### config.mk
export PLATFORM = sky130hd
export DESIGN_NAME = mem_port_arbiter_flat
export DESIGN_NICKNAME = d
export VERILOG_FILES = /design/src/rtl/mem_port_arbiter_if.sv /design/src/rtl/mem_port_arbiter.sv /design/src/flat_wrapper.sv
export SDC_FILE = /design/constraint.sdc
export NUM_CORES = 1
export LEC_CHECK = 0
export CORE_AREA = 2 2 109 111
export CTS_CLUSTER_DIAMETER = 50
export CTS_CLUSTER_SIZE = 8
export DETAILED_ROUTE_END_ITERATION = 16
export DIE_AREA = 0 0 111 113
export PLACE_DENSITY_LB_ADDON = 0.2
export SETUP_SLACK_MARGIN = 0.02
export SLEW_MARGIN = 20
export SYNTH_ARGS = -nofsm -noshare
export SYNTH_HDL_FRONTEND = slang
export SYNTH_SLANG_ARGS = --single-unit
export TNS_END_PERCENT = 1
### constraint.sdc
create_clock -name clk -period 2.6 [get_ports clk]
set_clock_uncertainty 0.2 [all_clocks]
set_input_delay 0.52 -clock clk [delete_from_list [all_inputs] [get_ports clk]]
set_output_delay 0.52 -clock clk [all_outputs]
set_load 0.02 [all_outputs]
### src/rtl/mem_port_arbiter_if.sv
// Bundle of the fetch, LSU and memory handshake signals around the unified memory port arbiter.
// The slave view is the arbiter itself; the master view is the requesters plus the memory.
interface mem_port_arbiter_if #(
    parameter int ADDR_WIDTH = 32,
    parameter int DATA_WIDTH = 32
);
    logic                  if_req_i;
    logic [ADDR_WIDTH-1:0] if_addr_i;
    logic                  if_gnt_o;
    logic                  if_rvalid_o;
    logic [DATA_WIDTH-1:0] if_rdata_o;

    logic                  ls_req_i;
    logic                  ls_we_i;
    logic [1:0]            ls_size_i;
    logic [ADDR_WIDTH-1:0] ls_addr_i;
    logic [DATA_WIDTH-1:0] ls_wdata_i;
    logic                  ls_gnt_o;
    logic                  ls_rvalid_o;
    logic [DATA_WIDTH-1:0] ls_rdata_o;
    logic                  ls_err_o;

    logic                  mem_req_o;
    logic                  mem_we_o;
    logic [3:0]            mem_be_o;
    logic [ADDR_WIDTH-1:0] mem_addr_o;
    logic [DATA_WIDTH-1:0] mem_wdata_o;
    logic                  mem_gnt_i;
    logic                  mem_rvalid_i;
    logic [DATA_WIDTH-1:0] mem_rdata_i;

    modport slave (
        input  if_req_i, if_addr_i,
        output if_gnt_o, if_rvalid_o, if_rdata_o,
        input  ls_req_i, ls_we_i, ls_size_i, ls_addr_i, ls_wdata_i,
        output ls_gnt_o, ls_rvalid_o, ls_rdata_o, ls_err_o,
        output mem_req_o, mem_we_o, mem_be_o, mem_addr_o, mem_wdata_o,
        input  mem_gnt_i, mem_rvalid_i, mem_rdata_i
    );

    modport master (
        output if_req_i, if_addr_i,
        input  if_gnt_o, if_rvalid_o, if_rdata_o,
        output ls_req_i, ls_we_i, ls_size_i, ls_addr_i, ls_wdata_i,
        input  ls_gnt_o, ls_rvalid_o, ls_rdata_o, ls_err_o,
        input  mem_req_o, mem_we_o, mem_be_o, mem_addr_o, mem_wdata_o,
        output mem_gnt_i, mem_rvalid_i, mem_rdata_i
    );
endinterface

### src/rtl/mem_port_arbiter.sv
// Shares one memory port between instruction fetch and the LSU, one transaction in flight,
// with byte-enable/lane formation and local rejection of misaligned LSU accesses.
module mem_port_arbiter #(
    parameter int ADDR_WIDTH     = 32,
    parameter int DATA_WIDTH     = 32,
    parameter int MAX_FETCH_WAIT = 4
) (
    input  logic                clk,
    input  logic                rst_n,
    mem_port_arbiter_if.slave   bus,
    output logic                busy_o
);
    localparam int SW = $clog2(MAX_FETCH_WAIT + 1);
    localparam logic [SW-1:0] STARVE_MAX = SW'(MAX_FETCH_WAIT);

    typedef enum logic [1:0] {
        IDLE      = 2'd0,
        WAIT_RESP = 2'd1,
        ERR_RESP  = 2'd2
    } state_t;

    state_t          state_reg;
    logic            owner_reg;
    logic [SW-1:0]   starve_reg;

    logic                  active_idle;
    logic                  fetch_sel;
    logic                  lsu_sel;
    logic                  misaligned;
    logic                  mem_req;
    logic                  if_gnt;
    logic                  ls_gnt;
    logic                  mem_resp;
    logic                  ls_resp;
    logic                  err_state;
    logic [3:0]            lsu_be;
    logic [ADDR_WIDTH-1:0] sel_addr;
    logic [DATA_WIDTH-1:0] lsu_wdata;

    always_comb begin
        active_idle = rst_n && (state_reg == IDLE);
        // Fetch only overtakes a competing LSU request once it has waited MAX_FETCH_WAIT grants
        fetch_sel   = bus.if_req_i && (!bus.ls_req_i || (starve_reg == STARVE_MAX));
        lsu_sel     = bus.ls_req_i && !fetch_sel;

        misaligned = 1'b0;
        lsu_be     = 4'b1111;
        case (bus.ls_size_i)
            2'b00: lsu_be = 4'b0001 << bus.ls_addr_i[1:0];
            2'b01: begin
                misaligned = bus.ls_addr_i[0];
                lsu_be     = 4'b0011 << {bus.ls_addr_i[1], 1'b0};
            end
            default: misaligned = |bus.ls_addr_i[1:0];
        endcase

        mem_req   = active_idle && (fetch_sel || (lsu_sel && !misaligned));
        if_gnt    = active_idle && fetch_sel && bus.mem_gnt_i;
        ls_gnt    = active_idle && lsu_sel && (misaligned || bus.mem_gnt_i);
        sel_addr  = fetch_sel ? bus.if_addr_i : bus.ls_addr_i;
        mem_resp  = rst_n && (state_reg == WAIT_RESP) && bus.mem_rvalid_i;
        ls_resp   = mem_resp && owner_reg;
        err_state = rst_n && (state_reg == ERR_RESP);
    end

    // Store data is right-aligned; replicate it so every candidate lane carries it
    for (genvar gi = 0; gi < 4; gi++) begin : g_lane
        assign lsu_wdata[gi*8 +: 8] =
            (bus.ls_size_i == 2'b00) ? bus.ls_wdata_i[7:0] :
            (bus.ls_size_i == 2'b01) ? bus.ls_wdata_i[(gi % 2)*8 +: 8] :
                                       bus.ls_wdata_i[gi*8 +: 8];
    end

    assign bus.mem_req_o   = mem_req;
    assign bus.mem_we_o    = mem_req && lsu_sel && bus.ls_we_i;
    assign bus.mem_be_o    = !mem_req ? 4'b0000 : (fetch_sel ? 4'b1111 : lsu_be);
    assign bus.mem_addr_o  = mem_req ? (sel_addr & ~ADDR_WIDTH'(3)) : '0;
    assign bus.mem_wdata_o = (mem_req && lsu_sel) ? lsu_wdata : '0;

    assign bus.if_gnt_o    = if_gnt;
    assign bus.if_rvalid_o = mem_resp && !owner_reg;
    assign bus.if_rdata_o  = (mem_resp && !owner_reg) ? bus.mem_rdata_i : '0;

    assign bus.ls_gnt_o    = ls_gnt;
    assign bus.ls_rvalid_o = ls_resp || err_state;
    assign bus.ls_err_o    = err_state;
    assign bus.ls_rdata_o  = ls_resp ? bus.mem_rdata_i : '0;

    assign busy_o = (state_reg != IDLE);

    always_ff @(posedge clk or negedge rst_n) begin
        if (!rst_n) begin
            state_reg  <= IDLE;
            owner_reg  <= 1'b0;
            starve_reg <= '0;
        end else begin
            case (state_reg)
                IDLE: begin
                    if (if_gnt) begin
                        owner_reg <= 1'b0;
                        state_reg <= WAIT_RESP;
                    end else if (ls_gnt) begin
                        owner_reg <= 1'b1;
                        state_reg <= misaligned ? ERR_RESP : WAIT_RESP;
                    end
                    if (!bus.if_req_i || if_gnt) begin
                        starve_reg <= '0;
                    end else if (ls_gnt && (starve_reg != STARVE_MAX)) begin
                        starve_reg <= starve_reg + 1'b1;
                    end
                end
                WAIT_RESP: begin
                    if (bus.mem_rvalid_i) begin
                        state_reg <= IDLE;
                    end
                end
                default: state_reg <= IDLE;
            endcase
        end
    end
endmodule

### src/flat_wrapper.sv
// flat-port wrapper written by rule: the top's interface ports become plain ports
module mem_port_arbiter_flat 
#(
    parameter int ADDR_WIDTH     = 32,
    parameter int DATA_WIDTH     = 32,
    parameter int MAX_FETCH_WAIT = 4
)
  (clk, rst_n, busy_o, bus_if_req_i, bus_if_addr_i, bus_if_gnt_o, bus_if_rvalid_o, bus_if_rdata_o, bus_ls_req_i, bus_ls_we_i, bus_ls_size_i, bus_ls_addr_i, bus_ls_wdata_i, bus_ls_gnt_o, bus_ls_rvalid_o, bus_ls_rdata_o, bus_ls_err_o, bus_mem_req_o, bus_mem_we_o, bus_mem_be_o, bus_mem_addr_o, bus_mem_wdata_o, bus_mem_gnt_i, bus_mem_rvalid_i, bus_mem_rdata_i);
  mem_port_arbiter_if #(.ADDR_WIDTH(ADDR_WIDTH), .DATA_WIDTH(DATA_WIDTH)) bus_i ();
  input  logic clk;
  input  logic rst_n;
  output logic busy_o;
  input wire logic [$bits(bus_i.if_req_i)-1:0] bus_if_req_i;
  input wire logic [$bits(bus_i.if_addr_i)-1:0] bus_if_addr_i;
  output wire logic [$bits(bus_i.if_gnt_o)-1:0] bus_if_gnt_o;
  output wire logic [$bits(bus_i.if_rvalid_o)-1:0] bus_if_rvalid_o;
  output wire logic [$bits(bus_i.if_rdata_o)-1:0] bus_if_rdata_o;
  input wire logic [$bits(bus_i.ls_req_i)-1:0] bus_ls_req_i;
  input wire logic [$bits(bus_i.ls_we_i)-1:0] bus_ls_we_i;
  input wire logic [$bits(bus_i.ls_size_i)-1:0] bus_ls_size_i;
  input wire logic [$bits(bus_i.ls_addr_i)-1:0] bus_ls_addr_i;
  input wire logic [$bits(bus_i.ls_wdata_i)-1:0] bus_ls_wdata_i;
  output wire logic [$bits(bus_i.ls_gnt_o)-1:0] bus_ls_gnt_o;
  output wire logic [$bits(bus_i.ls_rvalid_o)-1:0] bus_ls_rvalid_o;
  output wire logic [$bits(bus_i.ls_rdata_o)-1:0] bus_ls_rdata_o;
  output wire logic [$bits(bus_i.ls_err_o)-1:0] bus_ls_err_o;
  output wire logic [$bits(bus_i.mem_req_o)-1:0] bus_mem_req_o;
  output wire logic [$bits(bus_i.mem_we_o)-1:0] bus_mem_we_o;
  output wire logic [$bits(bus_i.mem_be_o)-1:0] bus_mem_be_o;
  output wire logic [$bits(bus_i.mem_addr_o)-1:0] bus_mem_addr_o;
  output wire logic [$bits(bus_i.mem_wdata_o)-1:0] bus_mem_wdata_o;
  input wire logic [$bits(bus_i.mem_gnt_i)-1:0] bus_mem_gnt_i;
  input wire logic [$bits(bus_i.mem_rvalid_i)-1:0] bus_mem_rvalid_i;
  input wire logic [$bits(bus_i.mem_rdata_i)-1:0] bus_mem_rdata_i;
  assign bus_i.if_req_i = bus_if_req_i;
  assign bus_i.if_addr_i = bus_if_addr_i;
  assign bus_if_gnt_o = bus_i.if_gnt_o;
  assign bus_if_rvalid_o = bus_i.if_rvalid_o;
  assign bus_if_rdata_o = bus_i.if_rdata_o;
  assign bus_i.ls_req_i = bus_ls_req_i;
  assign bus_i.ls_we_i = bus_ls_we_i;
  assign bus_i.ls_size_i = bus_ls_size_i;
  assign bus_i.ls_addr_i = bus_ls_addr_i;
  assign bus_i.ls_wdata_i = bus_ls_wdata_i;
  assign bus_ls_gnt_o = bus_i.ls_gnt_o;
  assign bus_ls_rvalid_o = bus_i.ls_rvalid_o;
  assign bus_ls_rdata_o = bus_i.ls_rdata_o;
  assign bus_ls_err_o = bus_i.ls_err_o;
  assign bus_mem_req_o = bus_i.mem_req_o;
  assign bus_mem_we_o = bus_i.mem_we_o;
  assign bus_mem_be_o = bus_i.mem_be_o;
  assign bus_mem_addr_o = bus_i.mem_addr_o;
  assign bus_mem_wdata_o = bus_i.mem_wdata_o;
  assign bus_i.mem_gnt_i = bus_mem_gnt_i;
  assign bus_i.mem_rvalid_i = bus_mem_rvalid_i;
  assign bus_i.mem_rdata_i = bus_mem_rdata_i;
  mem_port_arbiter #(.ADDR_WIDTH(ADDR_WIDTH), .DATA_WIDTH(DATA_WIDTH), .MAX_FETCH_WAIT(MAX_FETCH_WAIT)) u_core (.clk(clk), .rst_n(rst_n), .bus(bus_i), .busy_o(busy_o));
endmodule
* After elaboration in Yosys (flattened, before gate mapping)
Cells that the tools add are included.
** Operators by class
- $add $sub $neg :: 1
- Muxes and demuxes :: 23
- Equality and inequality tests :: 7
- $lt $le $gt $ge :: 0
- Reductions and logical operators :: 36
- Shifts and indexed selects :: 2
- Bitwise gates (word level) :: 0
- Div/mod/pow operators :: 0
- $mul :: 0
** Operator list (number)
- two-way mux 32 bit :: 5
- two-way mux 8 bit :: 5
- logical AND 1 bit :: 17
- two-way mux 2 bit :: 4
- two-way mux 4 bit :: 2
- one-hot mux 4 bit (2 select lines) :: 1
- two-way mux 3 bit :: 2
- AND reduction 2 bit :: 3
- nonzero test 2 bit :: 3
- logical NOT 1 bit :: 5
- logical OR 1 bit :: 5
- == test 2 x 1 -> 1 bit (second input constant) :: 2
- logical NOT 2 bit :: 2
- one-hot mux 2 bit (2 select lines) :: 1
- << shifter 1 x 2 -> 4 bit (first input constant) :: 1
- << shifter 2 x 2 -> 4 bit (first input constant) :: 1
- adder 3 x 1 -> 3 bit (second input constant) :: 1
- == test 3 bit (second input constant) :: 1
- inequality test 3 x 1 -> 1 bit (second input constant) :: 1
- inequality test 3 bit (second input constant) :: 1
- == test 2 bit (second input constant) :: 1
- two-way mux 1 bit :: 2
- inequality test 2 bit (second input constant) :: 1
- one-hot mux 1 bit (2 select lines) :: 1
- OR reduction 2 bit :: 1
** Word-level totals
- Latch bits :: 0
- Flip-flop bits (word level) :: 6
- RAM bits :: 0
- ROM bits :: 0
- Memories kept :: 0
- Word-level logic and storage cells :: 72
- Bits of input ports :: 137
- Output and inout port bits :: 140

* Logic depth before layout (Yosys ltp)
Gate-level depths: netlist of run 1.
- Depth in word-level cells :: 10
- Depth in mapped cells :: 9
- Depth with buffers taken out :: 6

* Worst setup path before layout of run 1
OpenSTA, ideal clock, no wires.
- Path kind :: register -> output
- Start point :: register u_core.starve_reg[0]
- End point :: output bus_mem_wdata_o[21]
- Arrival :: 1.955 ns
- Cell stages (with the launch flop) :: 10
- Buffers on the path :: 3
- Slack :: -0.075 ns
- Cell sequence :: dfrtp_1 > inv_1 > ha_1 > a21bo_2 > and2_4 > buf_6 > or3_4 > buf_6 > buf_6 > nor2_1
** Between the ends
- Cells in the longest elaborated chain, start to end :: 10
** Ends and longest elaborated chain
- from (decl) :: line mem_port_arbiter.sv:24 : logic [SW-1:0] starve_reg;
- from (signal assigned) :: line mem_port_arbiter.sv:109 : starve_reg <= starve_reg + 1'b1;
- == test 3 bit (*) :: line mem_port_arbiter.sv:43 : fetch_sel = bus.if_req_i && (!bus.ls_req_i || (starve_reg == STARVE_MAX));
- logical OR 1 bit (*) :: line mem_port_arbiter.sv:43
- logical AND 1 bit (*) :: line mem_port_arbiter.sv:43
- logical NOT 1 bit :: line mem_port_arbiter.sv:44 : lsu_sel = bus.ls_req_i && !fetch_sel;
- logical AND 1 bit :: line mem_port_arbiter.sv:44
- logical AND 1 bit :: line mem_port_arbiter.sv:57 : mem_req = active_idle && (fetch_sel || (lsu_sel && !misaligned));
- logical OR 1 bit :: line mem_port_arbiter.sv:57
- logical AND 1 bit :: line mem_port_arbiter.sv:57
- logical AND 1 bit (*) :: line mem_port_arbiter.sv:78 : assign bus.mem_wdata_o = (mem_req && lsu_sel) ? lsu_wdata : '0;
- two-way mux 32 bit (*) :: line mem_port_arbiter.sv:78
- to (decl) :: line flat_wrapper.sv:31 : output wire logic [$bits(bus_i.mem_wdata_o)-1:0] bus_mem_wdata_o;
Mark *: on every way between the ends. The rest lies on a longest branch, timed or not.

* Worst setup path after layout of run 1
- Start point :: register u_core.starve_reg[0]
- End point :: output bus_mem_wdata_o[26]
The elaborated chain is that of the path after synthesis.

==> flow_metrics.env, run 1 <==
export IMPL_run_status="finished, violations left"
export IMPL_violations="setup timing"
export IMPL_grt_pass1_vias=3429
export IMPL_utilization=0.462
export IMPL_fp_dieW_um=111
export IMPL_initial_cell_density_of_the_core=0.170
export IMPL_clk_pin_slew_worst_paths_ps=30
export IMPL_postSynthRegisterBits=6
export IMPL_detail_route_drc_violations=0
export IMPL_crit_path_max_fanout=6
export IMPL_fp_coreArea_um2=11300
export IMPL_synth_common_cells="sky130_fd_sc_hd__nand2_1 (82), sky130_fd_sc_hd__a21oi_1 (47), sky130_fd_sc_hd__and2_1 (42)"
export IMPL_synth_top_flop_cell="sky130_fd_sc_hd__dfrtp_1"
export IMPL_ys_warnings_count=0
export IMPL_pin_count_of_the_biggest_net_entering_global_routing=35
export IMPL_clk_insertion_delay_late_ps=230
export IMPL_final_layout_size_suffix_gt1_frac=0.361
export IMPL_drt_total_wl_um=11700
export IMPL_cts_max_level=1
export IMPL_grt_first_pass_wirelength_um=17700
export IMPL_layout_setup_ws_ps=-58.6
export IMPL_most_frequent_cell_after_synthesis="sky130_fd_sc_hd__nand2_1"
export IMPL_final_nets=764
export IMPL_crit_reg2reg_capture="u_core.starve_reg[2]$_DFFE_PN0P_"
export IMPL_timing_critical_path_required_ps=1880
export IMPL_cell_area_power_density_nw_per_um2=214
export IMPL_detailedRoute_firstPassIterationCount=4
export IMPL_reg2reg_setup_slack_ps=700
export IMPL_critical_path_startpoint="u_core.starve_reg[0]$_DFFE_PN0P_"
export IMPL_num_io_pins=277
export IMPL_synthDistinctLibCells=41
export IMPL_grt_use_total=0.172
export IMPL_dieArea_um2=12500
export IMPL_swShare=0.368
export IMPL_die_y_um=113
export IMPL_clock_power_share=0.229
export IMPL_timing_critical_path_to_type="output pin"
export IMPL_avgSynthCellArea_um2=5.84
export IMPL_power_frac_seq=0.099
export IMPL_routed_len_inst_um=15.3
export IMPL_clkSinkCount=6
export IMPL_cap_violations=0
export IMPL_finalSetupViolCount=29
export IMPL_rows=39
export IMPL_tritoncts="built"
export IMPL_globalplace_congestion=0.812
export IMPL_post_synth_inst_count=329
export IMPL_r2r_start="u_core.state_reg[1]$_DFFE_PN0P_"
export IMPL_finalCriticalPeriod_ps=2660
export IMPL_report_final_hold_viol_count=0
export IMPL_rsz_0062_raised_after_global_routing="true"
export IMPL_numCtsBuffers=3
export IMPL_io_buffers=272
export IMPL_number_of_enable_flip_flop_cells_after_synthesis=0
export IMPL_largest_register_ffs=3
export IMPL_ys_seq_area_frac=0.0781
export IMPL_synth_top_cell_by_area="sky130_fd_sc_hd__nand2_1"
export IMPL_dpl_hpwl_um=9040
export IMPL_fin_cells=767
export IMPL_switching_power_w=0.000410
export IMPL_max_clock_freq_mhz=376
export IMPL_internal_power_w=0.000703
export IMPL_syn_cell_area_um2=1920
export IMPL_grt_antenna_before_repair=1
export IMPL_cp_arrival_ps=1940
export IMPL_post_place_cells=753
export IMPL_pwr_share_comb=0.672
export IMPL_synthToLayoutAreaGrowth_pct=171
export IMPL_clockRootBuffer="sky130_fd_sc_hd__clkbuf_16"
export IMPL_min_delay_path_class="in2async"
export IMPL_post_synth_top_area_fraction=0.160
export IMPL_global_route_overflow_total=0
export IMPL_drt_vias_per_instance=4.44
export IMPL_finalMaxSlewViolations=0
export IMPL_cp_start_kind="register"
export IMPL_post_route_period_util=1.02
export IMPL_cts_max_path_buffers=2
export IMPL_synth_area_top_cells="sky130_fd_sc_hd__nand2_1 (16%), sky130_fd_sc_hd__and2_1 (14%), sky130_fd_sc_hd__a21oi_1 (12%)"
export IMPL_reg2regPathDepth=5
export IMPL_detailedRoute_firstIterationViolations=184
export IMPL_routed_via_count=3406
export IMPL_power_leakage_nw=2.59
export IMPL_asyncSetResetFlopFracSynth=1.00
export IMPL_ir_drop_mv=0.158
export IMPL_antenna_violating_nets_post_route=0
export IMPL_critPathKind="reg2out"
==> final cells by class <==
class                   count  area (µm²)
well taps                 143         179
fillers                  1185        6070
flip-flops and latches      6         150
multi-input cells         291        1820
diodes                      1        2.50
repair buffers            317        2950
clock buffers               3        75.1
inverters                   6        22.5
==> power by group through the flow <==
| stage | clock network [W] | registers, W | logic, W |
|---|---|---|---|
| finish | 0.000255 | 0.000110 | 0.000748 |
| global route | 0.000263 | 0.000111 | 0.000805 |
| CTS | 0.000260 | 0.000110 | 0.000715 |
| detailed placement | 0 | 0.000108 | 0.000710 |
| global placement | 0 | 0.000107 | 0.000705 |
| floorplan | 0 | 0.000110 | 0.000282 |
==> cells by family after synthesis <==
family          after synthesis  share of synthesized area
compound gates               65                      0.200
fa+ha+maj                     2                     0.0130
buf+inv                      36                     0.0905
flops                         6                     0.0781
mux                          17                     0.0892
other cells                   1                    0.00195
simple gates                202                      0.527
==> cell usage in the layout (no fill, tap or decap), drive strengths merged, types with 2 or more instances in the layout <==
master / n
a21o: 2
a21oi: 51
and2: 43
and3: 33
buf: 146
clkbuf: 9
clkdlybuf4s15: 21
clkdlybuf4s50: 128
conb: 2
dfrtp: 6
dlygate4sd2: 16
ha: 2
inv: 6
mux2i: 16
nand2: 82
nand2b: 2
nor2: 29
nor2b: 3
nor3: 2
o21ai: 2
or2: 2
or3: 4
==> worst max-delay path, cell delays in order (launching register included) <==
cell,delay (ps)
sky130_fd_sc_hd__dfrtp_1,350
sky130_fd_sc_hd__inv_2,60
sky130_fd_sc_hd__ha_4,160
sky130_fd_sc_hd__a21bo_4,200
sky130_fd_sc_hd__and2_4,180
sky130_fd_sc_hd__or3_4,440
sky130_fd_sc_hd__nor2_2,160
sky130_fd_sc_hd__buf_4,150
==> worst max path at each step <==
stage                               end  slack (ps)  cells past startpoint
global placement     bus_mem_wdata_o[9]        -930                      7
detailed placement   bus_mem_wdata_o[9]        -920                      7
finish              bus_mem_wdata_o[26]         -60                      7
global route         bus_mem_wdata_o[1]        -150                      9
floorplan           bus_mem_wdata_o[12]         -10                      9
CTS                 bus_mem_wdata_o[12]         -50                      7
==> routing by layer <==
| layer | track usage | vias to the layer above | wire length (µm) |
|---|---|---|---|
| li1 | - | 1693 | - |
| met1 | 0.178 | 1512 | 4300 |
| met2 | 0.339 | 190 | 6170 |
| met3 | 0.0493 | 11 | 1100 |
| met4 | 0.0425 | 0 | 148 |
| met5 | 0 | - | 0 |
==> through the flow <==
step                      hold WS (ps)  setup TNS [ps]  cell area, µm²  power [W]  worst slack [ps]
final                              110           -1010            5200    0.00111             -58.6
after global routing               114           -4190            5200    0.00118              -149
after CTS                          114            -992            4960    0.00108             -53.5
after detailed placement           344         -103720            5020   0.000818              -922
after global placement             354         -102780            5020   0.000813              -933
after floorplan                   24.4            -158            1950   0.000392             -11.5
==> repair_timing <==
item | 4_1_cts | 5_1_grt
setup buffers | 1 | 4
hold buffers | 0 | 0
pin swaps | 14 | 7
gates cloned | 5 | 0
resized for setup | 554 | 101
setup endpoints to repair | 137 | 114
(Power assumes the default switching activity.)
==> inputs of run 2 (changes only) <==
--- a/config.mk
+++ b/config.mk
@@ -6,11 +6,12 @@
 export NUM_CORES = 1
 export LEC_CHECK = 0
 export CORE_AREA = 2 2 109 111
+export CTS_BUF_LIST = sky130_fd_sc_hd__clkbuf_2
 export CTS_CLUSTER_DIAMETER = 50
-export CTS_CLUSTER_SIZE = 8
+export CTS_CLUSTER_SIZE = 24
 export DETAILED_ROUTE_END_ITERATION = 16
 export DIE_AREA = 0 0 111 113
-export PLACE_DENSITY_LB_ADDON = 0.2
+export PLACE_DENSITY = 0.68
 export SETUP_SLACK_MARGIN = 0.02
 export SLEW_MARGIN = 20
 export SYNTH_ARGS = -nofsm -noshare
==> run 2 against run 1 <==
Against the previous run: via count rose by 3.1%; first-iteration DRC count rose by 27%; critical endpoint is now bus_mem_addr_o[17]; power fell by 11%; routed wire length rose by 12%; largest cell class unchanged; the run still ends with setup timing left; design area rose by 6.7%; worst setup slack got worse by 20 ps; non-clock buffer count rose by 6; clock power fell by 72%; critical path depth fell by 1.
==> flow_metrics.env, run 2 (synthesized netlist as in run 1, its figures left out) <==
export IMPL_dpl_hpwl_um=9810
export IMPL_finalSetupViolCount=60
export IMPL_final_nets=770
export IMPL_reg2regPathDepth=5
export IMPL_finalCriticalPeriod_ps=2680
export IMPL_report_final_hold_viol_count=0
export IMPL_routed_len_inst_um=17.1
export IMPL_post_route_worst_hold_slack_ps=114
export IMPL_cts_max_level=1
export IMPL_timing_critical_path_to_type="output pin"
export IMPL_grt_use_total=0.190
export IMPL_cp_start_kind="primary input"
export IMPL_mostFrequentLayoutCell="sky130_fd_sc_hd__clkdlybuf4s50_1"
export IMPL_fp_coreArea_um2=11300
export IMPL_post_route_period_util=1.03
export IMPL_global_route_overflow_total=0
export IMPL_number_of_fill_cells=1079
export IMPL_critPathKind="in2out"
export IMPL_layout_cells_most_common_list="sky130_fd_sc_hd__clkdlybuf4s50_1 (128), sky130_fd_sc_hd__nand2_1 (78), sky130_fd_sc_hd__buf_4 (72), sky130_fd_sc_hd__buf_6 (69), sky130_fd_sc_hd__a21oi_2 (35)"
export IMPL_synthToLayoutAreaGrowth_pct=189
export IMPL_pin_count_of_the_biggest_net_entering_global_routing=36
export IMPL_crit_path_max_fanout=17
export IMPL_max_clock_freq_mhz=373
export IMPL_final_layout_size_suffix_gt1_frac=0.461
export IMPL_internal_power_w=0.000565
export IMPL_die_y_um=113
export IMPL_rsz_0062_raised_after_global_routing="true"
export IMPL_tritoncts="built"
export IMPL_cell_area_power_density_nw_per_um2=179
export IMPL_rows=39
export IMPL_num_io_pins=277
export IMPL_antenna_cells=0
export IMPL_dieArea_um2=12500
export IMPL_drt_vias_per_instance=4.55
export IMPL_swShare=0.431
export IMPL_clock_power_share=0.072
export IMPL_switching_power_w=0.000427
export IMPL_reg2reg_setup_slack_ps=560
export IMPL_run_status="finished, violations left"
export IMPL_cp_arrival_ps=1960
export IMPL_io_buffers=272
export IMPL_initial_cell_density_of_the_core=0.170
export IMPL_detail_route_drc_violations=0
export IMPL_cap_violations=0
export IMPL_routed_via_count=3513
export IMPL_grt_antenna_before_repair=0
export IMPL_clockRootBuffer="sky130_fd_sc_hd__clkbuf_2"
export IMPL_globalplace_congestion=0.866
export IMPL_violations="setup timing"
export IMPL_grt_first_pass_wirelength_um=19300
export IMPL_largest_register_ffs=3
export IMPL_final_setup_tns_ps=-1970
export IMPL_detailedRoute_firstPassIterationCount=4
export IMPL_min_delay_path_class="in2async"
export IMPL_grt_pass1_vias=3576
export IMPL_antenna_violating_nets_post_route=0
export IMPL_drt_total_wl_um=13200
export IMPL_cts_max_path_buffers=2
export IMPL_pwr_share_comb=0.817
export IMPL_detailedRoute_firstIterationViolations=233
export IMPL_power_frac_seq=0.111
export IMPL_layout_setup_ws_ps=-78.8
export IMPL_finalMaxSlewViolations=0
export IMPL_clk_pin_slew_worst_paths_ps=70
export IMPL_timing_critical_path_required_ps=1880
export IMPL_fp_dieW_um=111
export IMPL_numCtsBuffers=3
export IMPL_clkSinkCount=6
export IMPL_power_leakage_nw=2.61
export IMPL_total_power_consumption_of_the_routed_design_w=0.000993
export IMPL_clk_insertion_delay_late_ps=230
export IMPL_ir_drop_mv=0.0957
export IMPL_ctsHoldBuffers=0
-- run 2: changes by cell type in the layout (fill, tap and decap cells not counted), moves of 2 or more --
| cell | delta |
|---|---|
| sky130_fd_sc_hd__clkdlybuf4s15_1 | -18 |
| sky130_fd_sc_hd__and2_1 | -13 |
| sky130_fd_sc_hd__nand2_4 | +2 |
| sky130_fd_sc_hd__buf_2 | -18 |
| sky130_fd_sc_hd__and2_4 | +13 |
| sky130_fd_sc_hd__buf_6 | +30 |
| sky130_fd_sc_hd__dlygate4sd2_1 | -10 |
| sky130_fd_sc_hd__a21oi_1 | -17 |
| sky130_fd_sc_hd__a21oi_2 | +16 |
| sky130_fd_sc_hd__clkdlybuf4s15_2 | +28 |
| sky130_fd_sc_hd__buf_4 | -5 |
-- run 2: power groups by stage --
stage / Clock, W / Sequential [W] / Combinational [W]
after floorplan: 0 / 0.000110 / 0.000282
after global placement: 0 / 0.000108 / 0.000710
after detailed placement: 0 / 0.000108 / 0.000714
after CTS: 0.0000733 / 0.000110 / 0.000751
after global routing: 0.0000865 / 0.000111 / 0.000868
final: 0.0000713 / 0.000110 / 0.000811
-- run 2: area by class of cell --
class / count / area, µm² / share of cell area
Tap cell: 143 / 179 / 0.0322
Inverter: 6 / 22.5 / 0.00406
Multi-Input combinational cell: 291 / 1940 / 0.350
Timing Repair Buffer: 323 / 3240 / 0.584
Clock buffer: 3 / 15.0 / 0.00271
Sequential cell: 6 / 150 / 0.0271
-- run 2: per-layer routing --
metal,vias up,global-route usage,wire [µm]
met5,-,0,0
met4,0,0.0392,262
met3,18,0.0541,1150
met2,209,0.366,6900
met1,1582,0.207,4850
li1,1704,-,-
-- run 2: worst max-delay path, stage by stage --
cell and delay [ps]:
sky130_fd_sc_hd__clkdlybuf4s15_2 220, sky130_fd_sc_hd__or3b_2 480, sky130_fd_sc_hd__a21o_4 230, sky130_fd_sc_hd__clkbuf_16 200, sky130_fd_sc_hd__a21oi_1 140, sky130_fd_sc_hd__buf_4 160
-- run 2: stage by stage --
stage | util | cells | instance area (µm²) | setup WS [ps]
4_1_cts | 0.467 | 770 | 5270 | -91.7
5_1_grt | 0.492 | 772 | 5550 | -184
3_5_place_dp | 0.446 | 755 | 5030 | -910
6_report | 0.492 | 772 | 5550 | -78.8
3_3_place_gp | 0.446 | 755 | 5030 | -873
2_1_floorplan | - | 330 | 1950 | -11.5
-- run 2: final timing paths --
check                                                 start                                to
max                                                   rst_n                bus_mem_addr_o[17]
min                                                   rst_n  u_core.starve_reg[2]$_DFFE_PN0P_
max reg2reg                 u_core.state_reg[0]$_DFFE_PN0P_  u_core.starve_reg[2]$_DFFE_PN0P_
min reg2reg                u_core.starve_reg[2]$_DFFE_PN0P_  u_core.starve_reg[2]$_DFFE_PN0P_
max in group asynchronous                             rst_n  u_core.starve_reg[1]$_DFFE_PN0P_
min in group clk           u_core.starve_reg[2]$_DFFE_PN0P_  u_core.starve_reg[2]$_DFFE_PN0P_
-- run 2: repair_timing --
action	4_1_cts	5_1_grt
gates resized for setup	687	85
buffers inserted	7	0
pin swaps	26	5
setup endpoints to repair	137	136
cloned	5	2
